$ cat src/rtl/stageif_pf.sv
// Instruction-fetch prefetch stage.
// Issues in-order fetch requests to instruction memory while the prefetch
// queue has credit, tags returning instructions with their PC, and presents
// the queue head to decode. A redirect flushes the queue and marks every
// outstanding request as stale, so its response is dropped when it returns.
//
// Ports:
//   i_clk, i_reset          clock (rising edge), synchronous active-low reset
//   i_redirect(_pc)         taken branch/jump from EX and its target
//   o_imem_req/addr         fetch request and address (combinational)
//   i_imem_gnt              request accepted this cycle
//   i_imem_rvalid/rdata     in-order response
//   o_valid, i_ready        decode handshake
//   o_instr, o_pc, o_pc_four  head instruction, its PC, PC+4
module stageif_pf #(
  parameter int unsigned     XLEN     = 32,
  parameter int unsigned     DEPTH    = 4,
  parameter logic [XLEN-1:0] RESET_PC = '0
) (
  input  logic            i_clk,
  input  logic            i_reset,
  input  logic            i_redirect,
  input  logic [XLEN-1:0] i_redirect_pc,
  output logic            o_imem_req,
  output logic [XLEN-1:0] o_imem_addr,
  input  logic            i_imem_gnt,
  input  logic            i_imem_rvalid,
  input  logic [XLEN-1:0] i_imem_rdata,
  output logic            o_valid,
  input  logic            i_ready,
  output logic [XLEN-1:0] o_instr,
  output logic [XLEN-1:0] o_pc,
  output logic [XLEN-1:0] o_pc_four
);

  localparam int unsigned PW = (DEPTH > 1) ? $clog2(DEPTH) : 1;
  localparam int unsigned CW = $clog2(DEPTH + 1);
  localparam logic [XLEN-1:0] PC_STEP = XLEN'(4);

  typedef struct packed {
    logic [XLEN-1:0] pc;
    logic [XLEN-1:0] instr;
  } entry_t;

  logic [XLEN-1:0] r_fpc;
  logic [XLEN-1:0] r_rpc;
  logic [CW-1:0]   r_inflight;
  logic [CW-1:0]   r_discard;
  logic [CW-1:0]   r_count;
  logic [PW-1:0]   r_wptr;
  logic [PW-1:0]   r_rptr;
  entry_t          r_mem [DEPTH];

  logic [CW-1:0]   w_occ;
  logic [CW:0]     w_used;
  logic            w_gnt;
  logic            w_rsp;
  logic            w_push;
  logic            w_pop;
  logic [XLEN-1:0] w_fpc_nxt;
  logic [XLEN-1:0] w_rpc_nxt;
  logic [CW-1:0]   w_inflight_nxt;
  logic [CW-1:0]   w_discard_nxt;
  logic [CW-1:0]   w_count_nxt;
  logic [PW-1:0]   w_wptr_nxt;
  logic [PW-1:0]   w_rptr_nxt;
  entry_t          w_head;

  // Request credit: a redirecting cycle flushes the queue, so its entries
  // no longer hold credit; outstanding requests always do.
  always_comb begin
    w_occ       = i_redirect ? '0 : r_count;
    w_used      = {1'b0, w_occ} + {1'b0, r_inflight};
    o_imem_req  = (w_used < (CW+1)'(DEPTH));
    o_imem_addr = i_redirect ? i_redirect_pc : r_fpc;
  end

  // Handshake qualifiers; a response with nothing outstanding is spurious.
  always_comb begin
    w_gnt   = o_imem_req & i_imem_gnt;
    w_rsp   = i_imem_rvalid & (r_inflight != '0);
    w_push  = w_rsp & (r_discard == '0) & ~i_redirect;
    o_valid = (r_count != '0) & ~i_redirect;
    w_pop   = o_valid & i_ready;
  end

  // Head of queue shown combinationally.
  always_comb begin
    w_head    = r_mem[r_rptr];
    o_instr   = w_head.instr;
    o_pc      = w_head.pc;
    o_pc_four = w_head.pc + PC_STEP;
  end

  // Next-state for fetch/response bookkeeping and queue pointers.
  always_comb begin
    w_fpc_nxt      = r_fpc;
    w_rpc_nxt      = r_rpc;
    w_inflight_nxt = r_inflight + CW'(w_gnt) - CW'(w_rsp);
    w_discard_nxt  = r_discard;
    w_count_nxt    = r_count + CW'(w_push) - CW'(w_pop);
    w_wptr_nxt     = w_push ? (r_wptr + PW'(1)) : r_wptr;
    w_rptr_nxt     = w_pop  ? (r_rptr + PW'(1)) : r_rptr;

    if (w_gnt) begin
      w_fpc_nxt = o_imem_addr + PC_STEP;
    end else if (i_redirect) begin
      w_fpc_nxt = i_redirect_pc;
    end

    if (i_redirect) begin
      // Everything still outstanding after this cycle's response is stale.
      w_discard_nxt = r_inflight - CW'(w_rsp);
      w_rpc_nxt     = i_redirect_pc;
      w_count_nxt   = '0;
      w_wptr_nxt    = '0;
      w_rptr_nxt    = '0;
    end else begin
      if (w_rsp && (r_discard != '0)) begin
        w_discard_nxt = r_discard - CW'(1);
      end
      if (w_push) begin
        w_rpc_nxt = r_rpc + PC_STEP;
      end
    end
  end

  // Control state register.
  always_ff @(posedge i_clk) begin
    if (!i_reset) begin
      r_fpc      <= RESET_PC;
      r_rpc      <= RESET_PC;
      r_inflight <= '0;
      r_discard  <= '0;
      r_count    <= '0;
      r_wptr     <= '0;
      r_rptr     <= '0;
    end else begin
      r_fpc      <= w_fpc_nxt;
      r_rpc      <= w_rpc_nxt;
      r_inflight <= w_inflight_nxt;
      r_discard  <= w_discard_nxt;
      r_count    <= w_count_nxt;
      r_wptr     <= w_wptr_nxt;
      r_rptr     <= w_rptr_nxt;
    end
  end

  // Queue storage; contents are don't-care until written.
  always_ff @(posedge i_clk) begin
    if (i_reset && w_push) begin
      r_mem[r_wptr] <= '{pc: r_rpc, instr: i_imem_rdata};
    end
  end

endmodule

$ cat config.mk
export PLATFORM = sky130hd
export DESIGN_NAME = stageif_pf
export DESIGN_NICKNAME = d
export VERILOG_FILES = /design/src/rtl/stageif_pf.sv
export SDC_FILE = /design/constraint.sdc
export NUM_CORES = 1
export LEC_CHECK = 0
export BUFFER_PORTS_ARGS = -buffer_cell sky130_fd_sc_hd__buf_2
export CORE_ASPECT_RATIO = 0.8
export CORE_MARGIN = 2
export CORE_UTILIZATION = 56
export CTS_BUF_LIST = sky130_fd_sc_hd__clkbuf_16
export DETAILED_ROUTE_END_ITERATION = 6
export GPL_TIMING_DRIVEN = 0
export HOLD_SLACK_MARGIN = 0.03
export PLACE_DENSITY = 0.78
export SLEW_MARGIN = 20
export SYNTH_ARGS = -nofsm -noshare
export SYNTH_HDL_FRONTEND = slang
export SYNTH_SLANG_ARGS = --single-unit
export TNS_END_PERCENT = 1
$ cat constraint.sdc
create_clock -name i_clk -period 5.9 [get_ports i_clk]
set_clock_uncertainty 0.1 [all_clocks]
set_input_delay 1.77 -clock i_clk [delete_from_list [all_inputs] [get_ports i_clk]]
set_output_delay 1.77 -clock i_clk [all_outputs]
set_load 0.02 [all_outputs]
==> impl.org, run 1 <==
** Status
- The run finished with clean final reports.

** STA
- Worst slew slack as a fraction of its limit :: 0.425
- In the finished design, the share of the clock period the worst path needs comes to 0.972.
- Static timing analysis puts the maximum clock frequency at about 170 MHz.
- Across all hold checks on the routed design, the worst slack comes to a little over 0.4 ns.
- For the pin with the worst max-slew slack, the measured transition is around 0.86 ns.
- Setup violation total in the final timing report :: 0
- The routed design could run at a clock period as short as around 5.7 ns.
- Max-slew violation count :: 0
- Aggregate negative setup slack :: 0 ns
- Setup repair after global routing missed its margin :: false
- Final hold viol count :: 0

** Setup path
- The worst setup path is captured at an output pin.
- For the worst setup path, the data arrival time is approximately 3.9 ns.
- STA classifies the critical path startpoint as an input port.
- Endpoint required time on the critical path :: roughly 4 ns
- Worst Path Max Fanout :: 19
- The setup path with the least slack is of type in2out.

** Synthesis
- Number of nets in the synthesized netlist :: 1061
- Total standard cell area after synthesis :: approximately 14000 um^2
- The area fraction in compound gates after synthesis was 0.0450.
- After synthesis, the cell types taking the most area are edfxtp_1, dfxtp_1, mux4_2, xnor2_1, ha_1.
- The synthesized design contains 256 enable-type register cells.
- Adder-Cell Fraction of Synth Area :: 0.0175
- Post-synth ARST share :: 0
- Synthesis inferred ~340 register bits.
- Netlist cell types :: between 60 and 70
- The share of synthesized area in the top cell type comes to 0.531.
- Of the total synthesized cell area, the portion taken by XOR and XNOR cells is 0.0442.
- Combinational family with the most area after synthesis :: multiplexers
- Post-Synth Simple-Gate Area :: 0.100
- Predominant post-synthesis flop cell :: edfxtp_1
- Post-synth top area cell :: edfxtp_1
- Per-instance average area after synthesis :: approximately 15 um^2
- Number of cells produced by synthesis :: 972
- Of the synthesized area, sequential elements account for 0.641.
- Measured against the total synthesized area, the mux share comes to 0.122.
- Yosys printed 0 warnings.

** Drt
- Dividing the detail-routed wire length by the instance count gives 20.6 um.
- Via count :: ~9200
- For this run, design rule violations remaining after detail routing come to 0.
- Number of antenna-violating nets in the routed design :: 0
- Total Wirelength :: 31900 um
- First-pass detailed-route iteration total :: 5
- Count of routing violations after the opening detailed-route iteration :: 760
- Number of vias per cell :: around 6

** GRT
- Initial antenna violation count :: 0
- The via count of the first global-routing pass is between 8000 and 9000.
- Global-route wire length before repair :: approximately 49000 um
- Across every metal layer, demand over resource in global routing totals 0.235.
- Global routing finished with a remaining overflow of 0.
- Maximum number of pins on one net before global-route repair :: between 40 and 50

** Final layout
- Area delta synth->final :: 17.4%
- Nets :: approximately 1300
- The number of antenna diodes in the final layout is 0.
- Of the cells placed in the final design, the portion with a size suffix greater than 1 is 0.299.

** Floorplanning
- For this configuration, the core starts out at a cell density of 0.571.
- Pin placement for this block handled 200 I/O pins.
- Area inside the core boundary :: 25300 um^2
- Measured along the y axis, the die boundary spans roughly 150 um.
- Die width :: roughly 180 um
- Total Die Area :: between 20000 and 30000 um^2
- After floorplanning, the core was divided into 52 placement rows.

** Pwr
- In this run the static leakage power is 0.00599 uW.
- Max rail drop VDD :: 224 uV
- Power spread over the standard cell area amounts to ~310 nW/um^2.

** Hold path
- The path class of the tightest hold or removal check is reg2reg.

** Clock network
- Post-CTS timing repair inserted 0 buffers for setup.
- After clock tree synthesis, the clock-pin slew on the worst setup and hold paths is 0.06 ns.
- No sink is reached through more buffers than the 3 on the longest clock path.
- TritonCTS built the clock tree.
- Buffer type at the clock tree root :: clkbuf_16
- Clock sink total :: 335
- Clock insertion delay at the later pin of the skew report :: 0.55 ns
- The number of clock buffers added by TritonCTS is 31.
- Number of buffers inserted by hold repair at cts :: 0
- In this run the number of H-tree levels came out at 1.

** Place
- Routability Congestion :: 0.894
- Summed over all nets, the half-perimeter wirelength after detailed placement is approximately 22000 um.
- Count of buffers inserted at the top-level ports :: about 200

** Flow run
- Max-cap violations :: 0
[sequential cells by signal, indices dropped and copies added, names as in the netlist, named ones only]
register    count
r_count         3
r_discard       3
r_fpc          32
r_inflight      3
r_mem         256
r_rpc          32
r_rptr          2
r_wptr          2
[final cells by class]
cell class	count	area [um^2]
fillers	1771	8320
inverters	38	143
repair buffers	201	1090
clock buffers	31	776
flip-flops and latches	335	9270
plain buffers	51	292
multi-input cells	547	4780
well taps	324	405
clock inverters	27	231
[power by group]
part | internal, uW | switching, uW | total (uW)
clock | 1130 | 837 | 1970
combinational | 223 | 345 | 568
sequential | 2620 | 60.8 | 2680
total | 3970 | 1240 | 5210
[routing by layer]
layer | vias to the layer above | routed length, um | share of wire | track usage
met5 | - | 0 | 0 | 0
met4 | 0 | 471 | 0.015 | 0.0452
met1 | 4488 | 14400 | 0.45 | 0.352
met2 | 442 | 14500 | 0.45 | 0.371
li1 | 4212 | - | - | -
met3 | 36 | 2580 | 0.081 | 0.0389
[metrics by stage]
step           total power, uW  cells  worst slack, ns  cell area (um^2)  utilization
6_report                  5210   1554            0.163             17000        0.671
2_1_floorplan             3090    972           0.0119             14500            -
3_5_place_dp              3290   1497           -0.271             16000        0.631
5_1_grt                   5390   1554           0.0202             17000        0.671
3_3_place_gp              3270   1493           -0.500             15900        0.626
4_1_cts                   5240   1554           0.0590             17000        0.671
[cells in the mapped netlist (8+ instances only)]
cell	instances
mux2i_1	13
buf_2	9
nand2_1	42
mux2_2	17
and3_1	14
nor2_1	46
nand4_1	23
ha_1	17
nand3b_1	9
xor2_1	12
mux4_2	64
nor4_1	21
dfxtp_1	79
inv_1	37
nor3_1	21
clkbuf_1	24
o21ai_0	23
edfxtp_1	256
a21oi_1	30
and2_1	10
xnor2_1	61
nor3b_1	10
a211oi_1	8
nand3_1	30
[cells by family after synthesis]
group / after synthesis
and+or+nand+nor: 262
buffers and inverters: 90
AOI/OAI and AO/OA: 99
adders and majority gates: 19
xor gates and xnor gates: 73
muxes: 94
DFF: 335
[final timing paths]
path | from | endpoint | slack (ns) | depth (start not counted)
worst min-delay path | r_rpc[0] | r_rpc[0] | 0.41 | 2
worst min register to register | r_rpc[0] | r_rpc[0] | 0.41 | 2
worst max register to register | r_count[2] | r_inflight[2] | 2.67 | 12
worst max-delay path | i_redirect | o_imem_req | 0.16 | 10
[critical path: stages]
cell      delay, ns
buf_6          0.11
buf_6          0.16
buf_6          0.16
clkbuf_8       0.23
clkbuf_1       0.40
nor2b_1        0.10
ha_1           0.28
and4b_2        0.25
nor4_1         0.19
buf_2          0.21
[layout by cell type, fill, tap and decap left out, types with 4 or more instances in the layout]
| cell type | count |
|---|---|
| a31oi_1 | 6 |
| buf_4 | 6 |
| mux4_2 | 64 |
| nand2_1 | 42 |
| or3_1 | 5 |
| nor4_1 | 21 |
| and3_4 | 4 |
| edfxtp_1 | 256 |
| nand3_1 | 30 |
| mux2_2 | 17 |
| and2_1 | 10 |
| buf_2 | 206 |
| a21oi_1 | 30 |
| nand3b_1 | 9 |
| buf_1 | 4 |
| nand2b_1 | 5 |
| o21ai_0 | 23 |
| clkbuf_1 | 23 |
| a211oi_1 | 8 |
| or4_1 | 4 |
| o31ai_1 | 4 |
| and3_1 | 10 |
| mux2i_1 | 13 |
| nor3b_1 | 10 |
| clkbuf_16 | 31 |
| buf_6 | 6 |
| nor2_1 | 46 |
| nand4_1 | 23 |
| clkinv_2 | 6 |
| nor3_1 | 20 |
| ha_1 | 17 |
| bufinv_16 | 4 |
| dfxtp_1 | 79 |
| inv_1 | 41 |
| clkinv_1 | 10 |
| xnor2_1 | 61 |
| and4_1 | 6 |
| xor2_1 | 12 |
[timing repair]
item / in CTS / in global routing
gates resized for setup: 0 / 1
hold endpoints to repair: 0 / 0
setup endpoints to repair: 1 / 6
Power figures use the tool's default switching activity.
==> run 2: changes to the inputs <==
--- a/config.mk
+++ b/config.mk
@@ -8,12 +8,11 @@
 export BUFFER_PORTS_ARGS = -buffer_cell sky130_fd_sc_hd__buf_2
 export CORE_ASPECT_RATIO = 0.8
 export CORE_MARGIN = 2
-export CORE_UTILIZATION = 56
+export CORE_UTILIZATION = 45
 export CTS_BUF_LIST = sky130_fd_sc_hd__clkbuf_16
 export DETAILED_ROUTE_END_ITERATION = 6
 export GPL_TIMING_DRIVEN = 0
 export HOLD_SLACK_MARGIN = 0.03
-export PLACE_DENSITY = 0.78
 export SLEW_MARGIN = 20
 export SYNTH_ARGS = -nofsm -noshare
 export SYNTH_HDL_FRONTEND = slang
==> impl.org, run 2 (synthesis gave the netlist of run 1 again) <==
** Setup path
- Critical path startpoint category :: input port
- Crit-path most repeated cell :: buf_6
- The worst path buffer plus inverter count is 6 (unchanged).
- Endpoint required time on the critical path :: 4.03 ns (about the same)
- The highest net fanout along the worst path is 19 (unchanged).
- Critical path's slowest cell :: ha_1
- STA classifies the critical path endpoint as an output pin.
- Cell Chain, Critical Path :: buf_6 > buf_6 > buf_6 > clkbuf_8 > clkbuf_2 > nor2b_1 > ha_1 > and4b_2 > nor4_1 > buf_2
- Family with the most delay on the worst path :: buffers and inverters
- Critical setup path kind :: in2out
- Highest cell delay on the worst timing path :: 0.26 ns (-0.14 ns)
- The signal arrival time at the worst endpoint was 3.71 ns (-0.16 ns).

** STA
- Slack of the critical path :: 0.317 ns (+0.154 ns)
- The sum of negative setup slack was 0 ns (unchanged).
- The number of failing setup endpoints in the final timing report is 0 (unchanged).
- The final count of hold timing violations came to 0 (unchanged).
- Maximum clock rate :: 179 MHz (+2.8%)
- The pin slew with the least headroom to its limit was 0.683 ns (-0.172 ns).
- Hold Slack :: 0.407 ns (-0.00559 ns)
- Setup repair after global routing missed its margin :: false
- The final critical-path share of the clock period was 0.946 (-0.0261).
- Post-layout minimum cycle time :: 5.58 ns (-0.154 ns)
- Max-slew violation count :: 0 (unchanged)
- Worst slew slack as a fraction of its limit :: 0.538 (+0.113)

** Final layout
- Biggest regs :: r_mem x256, r_fpc x32, r_rpc x32
- The layout filler cell count came to 2623 (+48%).
- Compared with the post-synthesis result, the final layout area differs by 18.6%.
- Most frequent standard cell in the layout excluding fill and tap cells :: edfxtp_1
- Commonest cells after routing, fill and taps aside :: edfxtp_1, buf_2, dfxtp_1, mux4_2, xnor2_1
- The proportion of layout cells with a drive suffix above 1 was 0.302 (+0.00284).
- The number of flip-flops in the largest register is 256 (unchanged).
- Antenna Diode Count :: 0 (unchanged)
- Final Core Density :: 0.544 (-0.128)
- Ranked by flip-flop count, first place goes to r_mem.
- The post-layout net count came to 1298 (+0.31%).

** Clock network
- The register clock-pin slew on the reported worst setup and hold paths is 0.06 ns (about the same).
- TritonCTS clock tree :: done
- Number of buffers inserted during clock tree synthesis :: 35 (+13%)
- Clock sink total :: 335 (unchanged)
- The clock insertion delay at the later pin of the skew report came to 0.51 ns (-0.04 ns).
- Clock tree synthesis selected as its root buffer the cell clkbuf_16.
- Number of levels in the clock H-tree :: 2 (+1)
- The total setup buffers inserted after CTS was 0 (unchanged).
- The count of hold buffers inserted by post-cts repair is 0 (unchanged).
- Number of cells upsized or downsized after cts :: 0 (unchanged)
- The worst-case clock buffer depth is 3 (unchanged).

** Drt
- Via count :: 9092 (-0.94%)
- The number of nets still failing antenna checks after routing came to 0 (unchanged).
- The iteration-0 DRC count of the detailed router is 532 (-30%).
- First-pass detailed-route iteration total :: 5 (unchanged)
- The detailed-route vias per instance was 5.49 (-7.0%).
- The total length of routed wires came to 34200 um (+7.0%).
- Number of DRC violations after detailed routing :: 0 (unchanged)
- Routed length per placed instance :: 20.6 um (+0.43%)

** GRT
- The via count of the first global-routing pass was 8906 (+0.28%).
- Global-route wire length before repair :: 51800 um (+4.9%)
- The maximum number of pins on one net before global-route repair is 39 (-15%).
- Initial antenna violation count :: 1 (+1)
- The global-route usage over all layers was 0.204 (-0.0310).
- Remaining global-route overflow :: 0 (unchanged)

** Floorplanning
- Die width :: 204 um (+11%)
- The die area was 33600 um^2 (+24%).
- The number of standard-cell rows in the floorplan was 58 (+12%).
- The starting density of the core is 0.458 (-0.113).
- The chip height is 164 um (+11%).
- The count of pins on the block boundary came to 200 (unchanged).
- Area inside the core boundary :: 31600 um^2 (+25%)

** Place
- The worst setup timing slack at the placement stage was -0.382 ns (-0.111 ns).
- The placer congestion estimate came to 0.834 (-6.7%).
- The quantity of I/O buffers inserted on ports was 197 (unchanged).
- The half-perimeter wire length after detailed placement came to 24300 um (+10%).

** Status
- Status :: finished, final reports clean

** Flow run
- Max-cap violations :: 0 (unchanged)

** Hold path
- The tightest min-delay check is of the reg2reg type.

** Pwr
- Areal power density over the cells :: 308 nW/um^2 (+0.42%)
- The worst vdd rail ir drop was 177 uV (-21%).
- The leakage power was 0.00601 uW (+0.34%).
- The power consumption was 5290 uW (+1.4%).
==> run 2: per-layer routing <==
layer  global-route usage  routed length (um)  vias to the layer above
li1                     -                   -                     4227
met1                0.299               16000                     4513
met2                0.316               15300                      313
met3               0.0395                2410                       39
met4               0.0451                 448                        0
met5                    0                   0                        -
==> run 2: area by class of cell <==
type	count	area, um^2	area share
buffer	51	293	0.0171
timing repair buffer	201	1070	0.0626
clock buffer	35	876	0.0510
tap	420	526	0.0306
multi-input combinational	547	4790	0.279
inverter	38	143	0.00831
clock inverter	28	190	0.0111
sequential	335	9270	0.540
==> run 2: worst paths after layout <==
kind              startpoint             to  slack, ns  cells past startpoint
hold / removal      r_rpc[1]       r_rpc[1]       0.41                      2
setup / recovery  i_redirect     o_imem_req       0.32                     10
hold reg to reg     r_rpc[1]       r_rpc[1]       0.41                      2
setup reg to reg  r_count[2]  r_inflight[2]       2.70                     12
==> run 2: worst reg2reg max path, delay by kind of cell (launching register included) <==
kind,cells,cell delay [ns]
XOR/XNOR,2,0.31
adder cells (fa/ha/maj),4,1.12
buffers and inverters,2,0.15
flip-flops,1,0.36
AND/OR/NAND/NOR,4,1.06
==> run 2: report_power, final <==
part           switching (uW)  internal, uW  total (uW)
combinational             347           222         569
clock                     900          1140        2040
sequential               61.9          2620        2680
==> run 2: stage by stage <==
stage               instance area [um^2]  std cells
finish                             17200       1655
global route                       17200       1655
CTS                                17200       1655
detailed placement                 16100       1593
global placement                   16000       1589
floorplan                          14500        972
